`config.mk`:
```
export PLATFORM = sky130hd
export DESIGN_NAME = par_chk_acc
export DESIGN_NICKNAME = d
export VERILOG_FILES = /design/src/rtl/par_chk_acc.sv
export SDC_FILE = /design/constraint.sdc
export NUM_CORES = 1
export LEC_CHECK = 0
export BUFFER_PORTS_ARGS = -buffer_cell sky130_fd_sc_hd__buf_2
export CAP_MARGIN = 20
export CORE_MARGIN = 5
export CORE_UTILIZATION = 50
export CTS_CLUSTER_SIZE = 30
export DETAILED_ROUTE_END_ITERATION = 16
export GPL_ROUTABILITY_DRIVEN = 0
export PLACE_DENSITY = 0.86
export SYNTH_ARGS = -nofsm -noshare
export SYNTH_HDL_FRONTEND = slang
export SYNTH_SLANG_ARGS = --single-unit
```
`constraint.sdc`:
```
create_clock -name CLK -period 1.61 [get_ports CLK]
set_input_delay 0.322 -clock CLK [delete_from_list [all_inputs] [get_ports CLK]]
set_output_delay 0.322 -clock CLK [all_outputs]
set_load 0.01 [all_outputs]
```
`src/rtl/par_chk_acc.sv`:
```
// par_chk_acc: serial frame parity checker with optional sticky error flag and saturating error counter.
// Ports: CLK/RST (sync active-low) clock and reset; PAR_MODE 0 none, 1 even, 2 odd, 3 mark, 4 space, 5-7 none;
//   frame_start/data_bit_vld/par_bit_vld/sampled_bit carry the serial frame, LSB first; err_clr clears flag and counter;
//   P_DATA assembled data, par_done/par_err/len_err one-cycle result pulses;
//   par_err_sticky/err_cnt are built only with PAR_CHK_ERR_CNT_EN defined, otherwise tied to 0.
module par_chk_acc #(
  parameter int DATA_WD = 8,
  parameter int CNT_WD = 8
) (
  input  logic               CLK,
  input  logic               RST,
  input  logic [2:0]         PAR_MODE,
  input  logic               frame_start,
  input  logic               data_bit_vld,
  input  logic               par_bit_vld,
  input  logic               sampled_bit,
  input  logic               err_clr,
  output logic [DATA_WD-1:0] P_DATA,
  output logic               par_done,
  output logic               par_err,
  output logic               len_err,
  output logic               par_err_sticky,
  output logic [CNT_WD-1:0]  err_cnt
);
  localparam int BW = $clog2(DATA_WD);
  typedef enum logic [1:0] {IDLE, DATA, WAIT_PAR} state_t;
  state_t r_state, w_next;
  logic [2:0] r_mode;
  logic [BW-1:0] r_cnt;
  logic r_acc;
  logic w_none, w_exp, w_shift, w_last, w_done, w_perr, w_lerr;
  assign w_none = (r_mode == 3'd0) || (r_mode > 3'd4);
  assign w_exp = (r_mode == 3'd1) ? r_acc : (r_mode == 3'd2) ? ~r_acc : (r_mode == 3'd3);
  // a parity bit in DATA wins over a coincident data bit, so no shift then
  assign w_shift = (r_state == DATA) && data_bit_vld && !par_bit_vld && !frame_start;
  assign w_last = w_shift && (r_cnt == BW'(DATA_WD - 1));
  always_ff @(posedge CLK)
    if (!RST) r_state <= IDLE;
    else r_state <= w_next;
  always_comb begin
    w_next = r_state;
    w_done = 1'b0;
    w_perr = 1'b0;
    w_lerr = 1'b0;
    if (frame_start) w_next = DATA;
    else if (r_state == DATA && par_bit_vld) begin
      w_next = IDLE;
      w_done = 1'b1;
      w_lerr = 1'b1;
    end else if (w_last) begin
      w_next = w_none ? IDLE : WAIT_PAR;
      w_done = w_none;
    end else if (r_state == WAIT_PAR && par_bit_vld) begin
      w_next = IDLE;
      w_done = 1'b1;
      w_perr = sampled_bit ^ w_exp;
    end
  end
  always_ff @(posedge CLK)
    if (!RST) begin
      r_mode <= 3'd0;
      r_cnt <= '0;
      r_acc <= 1'b0;
      P_DATA <= '0;
      par_done <= 1'b0;
      par_err <= 1'b0;
      len_err <= 1'b0;
    end else begin
      par_done <= w_done;
      par_err <= w_perr;
      len_err <= w_lerr;
      if (frame_start) begin
        r_mode <= PAR_MODE;
        r_cnt <= '0;
        r_acc <= 1'b0;
        P_DATA <= '0;
      end else if (w_shift) begin
        r_acc <= r_acc ^ sampled_bit;
        P_DATA[r_cnt] <= sampled_bit;
        r_cnt <= r_cnt + 1'b1;
      end
    end
`ifdef PAR_CHK_ERR_CNT_EN
  // an error pulse coincident with err_clr counts as the first event after the clear
  always_ff @(posedge CLK)
    if (!RST) begin
      par_err_sticky <= 1'b0;
      err_cnt <= '0;
    end else if (err_clr) begin
      par_err_sticky <= par_err;
      err_cnt <= CNT_WD'(par_err | len_err);
    end else begin
      par_err_sticky <= par_err_sticky | par_err;
      if ((par_err | len_err) && err_cnt != '1) err_cnt <= err_cnt + 1'b1;
    end
`else
  logic w_unused;
  assign w_unused = err_clr;
  assign par_err_sticky = 1'b0;
  assign err_cnt = '0;
`endif
endmodule

```
==> metrics.txt <==
clk_skew=0.00400 ns; Die Width=55.4 µm; routed length on met3=103 µm; DRT iter0 DRCs=22; Design Power=0.887 mW; Post-CTS Setup Bufs=0; Setup Viol. Count Final=0; RR Endpoint=par_done; critical path's slowest cell=dfxtp_1; Startpoint Class=flop; Worst Setup End Kind=flop; initial antenna violation count=0; gr usage total=0.138; CTS tree=done; FMAX=0.666 GHz; # port buffers=19; critical path class=flop to flop; post-synthesis cell type count=32; Hold Path End=r_mode[0]; Synth Cell Area=0.00103 mm²; Top Ports=30; Tmin final=1.50 ns; status=completed; Final nets=150; post-cts hold buffer count=0; CP max FO=7; sequential area share after synthesis=0.389; worst reg2reg setup slack=0.11 ns; clock tree buffer depth=2; placed insts=160; Hold Startpoint=PAR_MODE[0]; CTS Sinks=20; CORE AREA=0.00196 mm²; Final Hold Fails=0; reg-to-reg startpoint=r_cnt[1]; vias after detailed routing=859; Resize count post-CTS=0; max cap viols=0; Post-route DRC=0; peak supply drop=0.000605 V; Worst path max stage delay=0.47 ns; Area Overhead vs Synth=13.4%; Cells after Synth=114; final WL=2060 µm; total grt overflow=0; top routing layer in use=met4; WHS=0.280 ns; CP startpoint=r_cnt[1]; Critical Path RT=1.85 ns; Num CTS Buffers=3; power density over the cells=761 mW/mm²; LEAKAGE=0.541 nW; FF+latch count, synth=20; Synth warnings=0; worst reg-to-reg path cell count=5; Detail Route Antenna Nets=0; Hold Path Class=input pin to flop; final setup TNS=0 ns; cells along the critical path=ha_1 -> ha_1 -> inv_1 -> a2111o_1 -> a21oi_1; met1 WL=920 µm; synth top area cells=dfxtp_1, mux2i_1, buf_4; post-DP HPWL=1560 µm; die area=0.00306 mm²; first-pass GRT wire length=3450 µm; # rows=16; largest net degree at the start of global routing=12; clk root buf=clkbuf_4; Tcrit/Tclk final=0.932; vias in the first global route=803; Clock Pin Slew Worst Setup and Hold Paths=0.11 ns; Initial Util=0.524; final non-filler cell total=164; WL per Instance=12.6 µm; average size of a mapped cell=9.02 µm²; RSZ-0062 raised after global routing=no; htree depth=1; Hold Path Depth=3; data arrival time of the worst path=1.74 ns; post-route cell area=0.00117 mm²; DR WL met2=1010 µm; worst skew pair latency=0.30 ns; CP dominant cell by count=ha_1; Die Y=55.4 µm; Vias/cell=5.24; TritonRoute pass-1 iters=4; share of layout cells above drive strength 1=0.226; Yosys top cell by area=dfxtp_1; Antenna Cells=0; Synth top area share=0.389; Final Slew Violations=0; Post-DP Area=0.00113 mm²
## layout by cell type (no fill, tap or decap), types with 3 or more instances in the layout
cell	instances
dfxtp_1	20
a21oi_1	6
nor2b_1	7
nand3_1	3
or3_1	3
mux2i_1	12
buf_2	19
o21ai_0	6
buf_4	5
inv_1	3
nand2_1	16
conb_1	9
clkbuf_4	3
## report_power, final
part           switching [mW]  total (mW)  internal, mW
clock network           0.148       0.286         0.138
logic                  0.0535      0.0905        0.0370
registers             0.00808       0.510         0.502
total                   0.210       0.887         0.677
## cell usage after synthesis, drive strengths merged
cell type	count
dfxtp	20
o21ai	6
nor4bb	2
buf	11
nand3	3
clkbuf	2
conb	1
nor3	1
mux2i	12
a21boi	1
or2b	1
o311ai	1
or4	1
and3	1
ha	2
nand4	2
nor4b	2
nor3b	1
and4bb	1
or3b	1
nand2	16
nand2b	2
o31ai	1
a21o	1
a21oi	6
or3	3
inv	3
a31oi	2
a2111o	1
nor2b	7
## metal layers
| layer | vias to the layer above | global-route usage |
|---|---|---|
| li1 | 432 | - |
| met4 | 0 | 0.0729 |
| met5 | - | 0 |
| met1 | 392 | 0.156 |
| met3 | 6 | 0.0326 |
| met2 | 29 | 0.238 |
## how the worst max path moves through the flow
stage                    end  cells past startpoint
finish              par_done                      5
global route        par_done                      5
CTS                 par_done                      5
detailed placement     r_acc                      4
global placement       r_acc                      4
floorplan              r_acc                      5
## layout make-up
class,instances,area [µm²]
Sequential cell,20,400
Multi-Input combinational cell,86,552
Tap cell,27,33.8
Inverter,3,11.3
Timing Repair Buffer,24,133
Fill cell,178,796
Clock buffer,4,36.3
## state kept, by name, indices dropped and copies added (netlist names)
register / cells
r_mode: 3
P_DATA: 8
len_err: 1
r_state: 2
par_err: 1
r_cnt: 3
par_done: 1
r_acc: 1
## through the flow
step	util	setup slack, ns
after floorplan	-	0.123
after global placement	0.576	0.104
after detailed placement	0.576	0.0768
after CTS	0.594	0.131
after global routing	0.594	0.0319
final	0.594	0.109
## worst max-delay path, delay by kind of cell, from the launching register on
kind / cells / cell delay, ns
AO/OA/AOI/OAI: 2 / 0.54
adder cells (fa/ha/maj): 2 / 0.37
buffers and inverters: 1 / 0.06
flip-flops: 1 / 0.47
## cells by family (layout without fill, tap and decap cells)
group / after synthesis / after routing / share of synthesized area
AOI/OAI and AO/OA: 19 / 19 / 0.113
adders and majority gates: 2 / 2 / 0.0243
buffers and inverters: 16 / 31 / 0.103
DFF: 20 / 20 / 0.389
muxes: 12 / 12 / 0.117
other: 1 / 9 / 0.00365
and+or+nand+nor: 44 / 44 / 0.249
(Power assumes the default switching activity.)
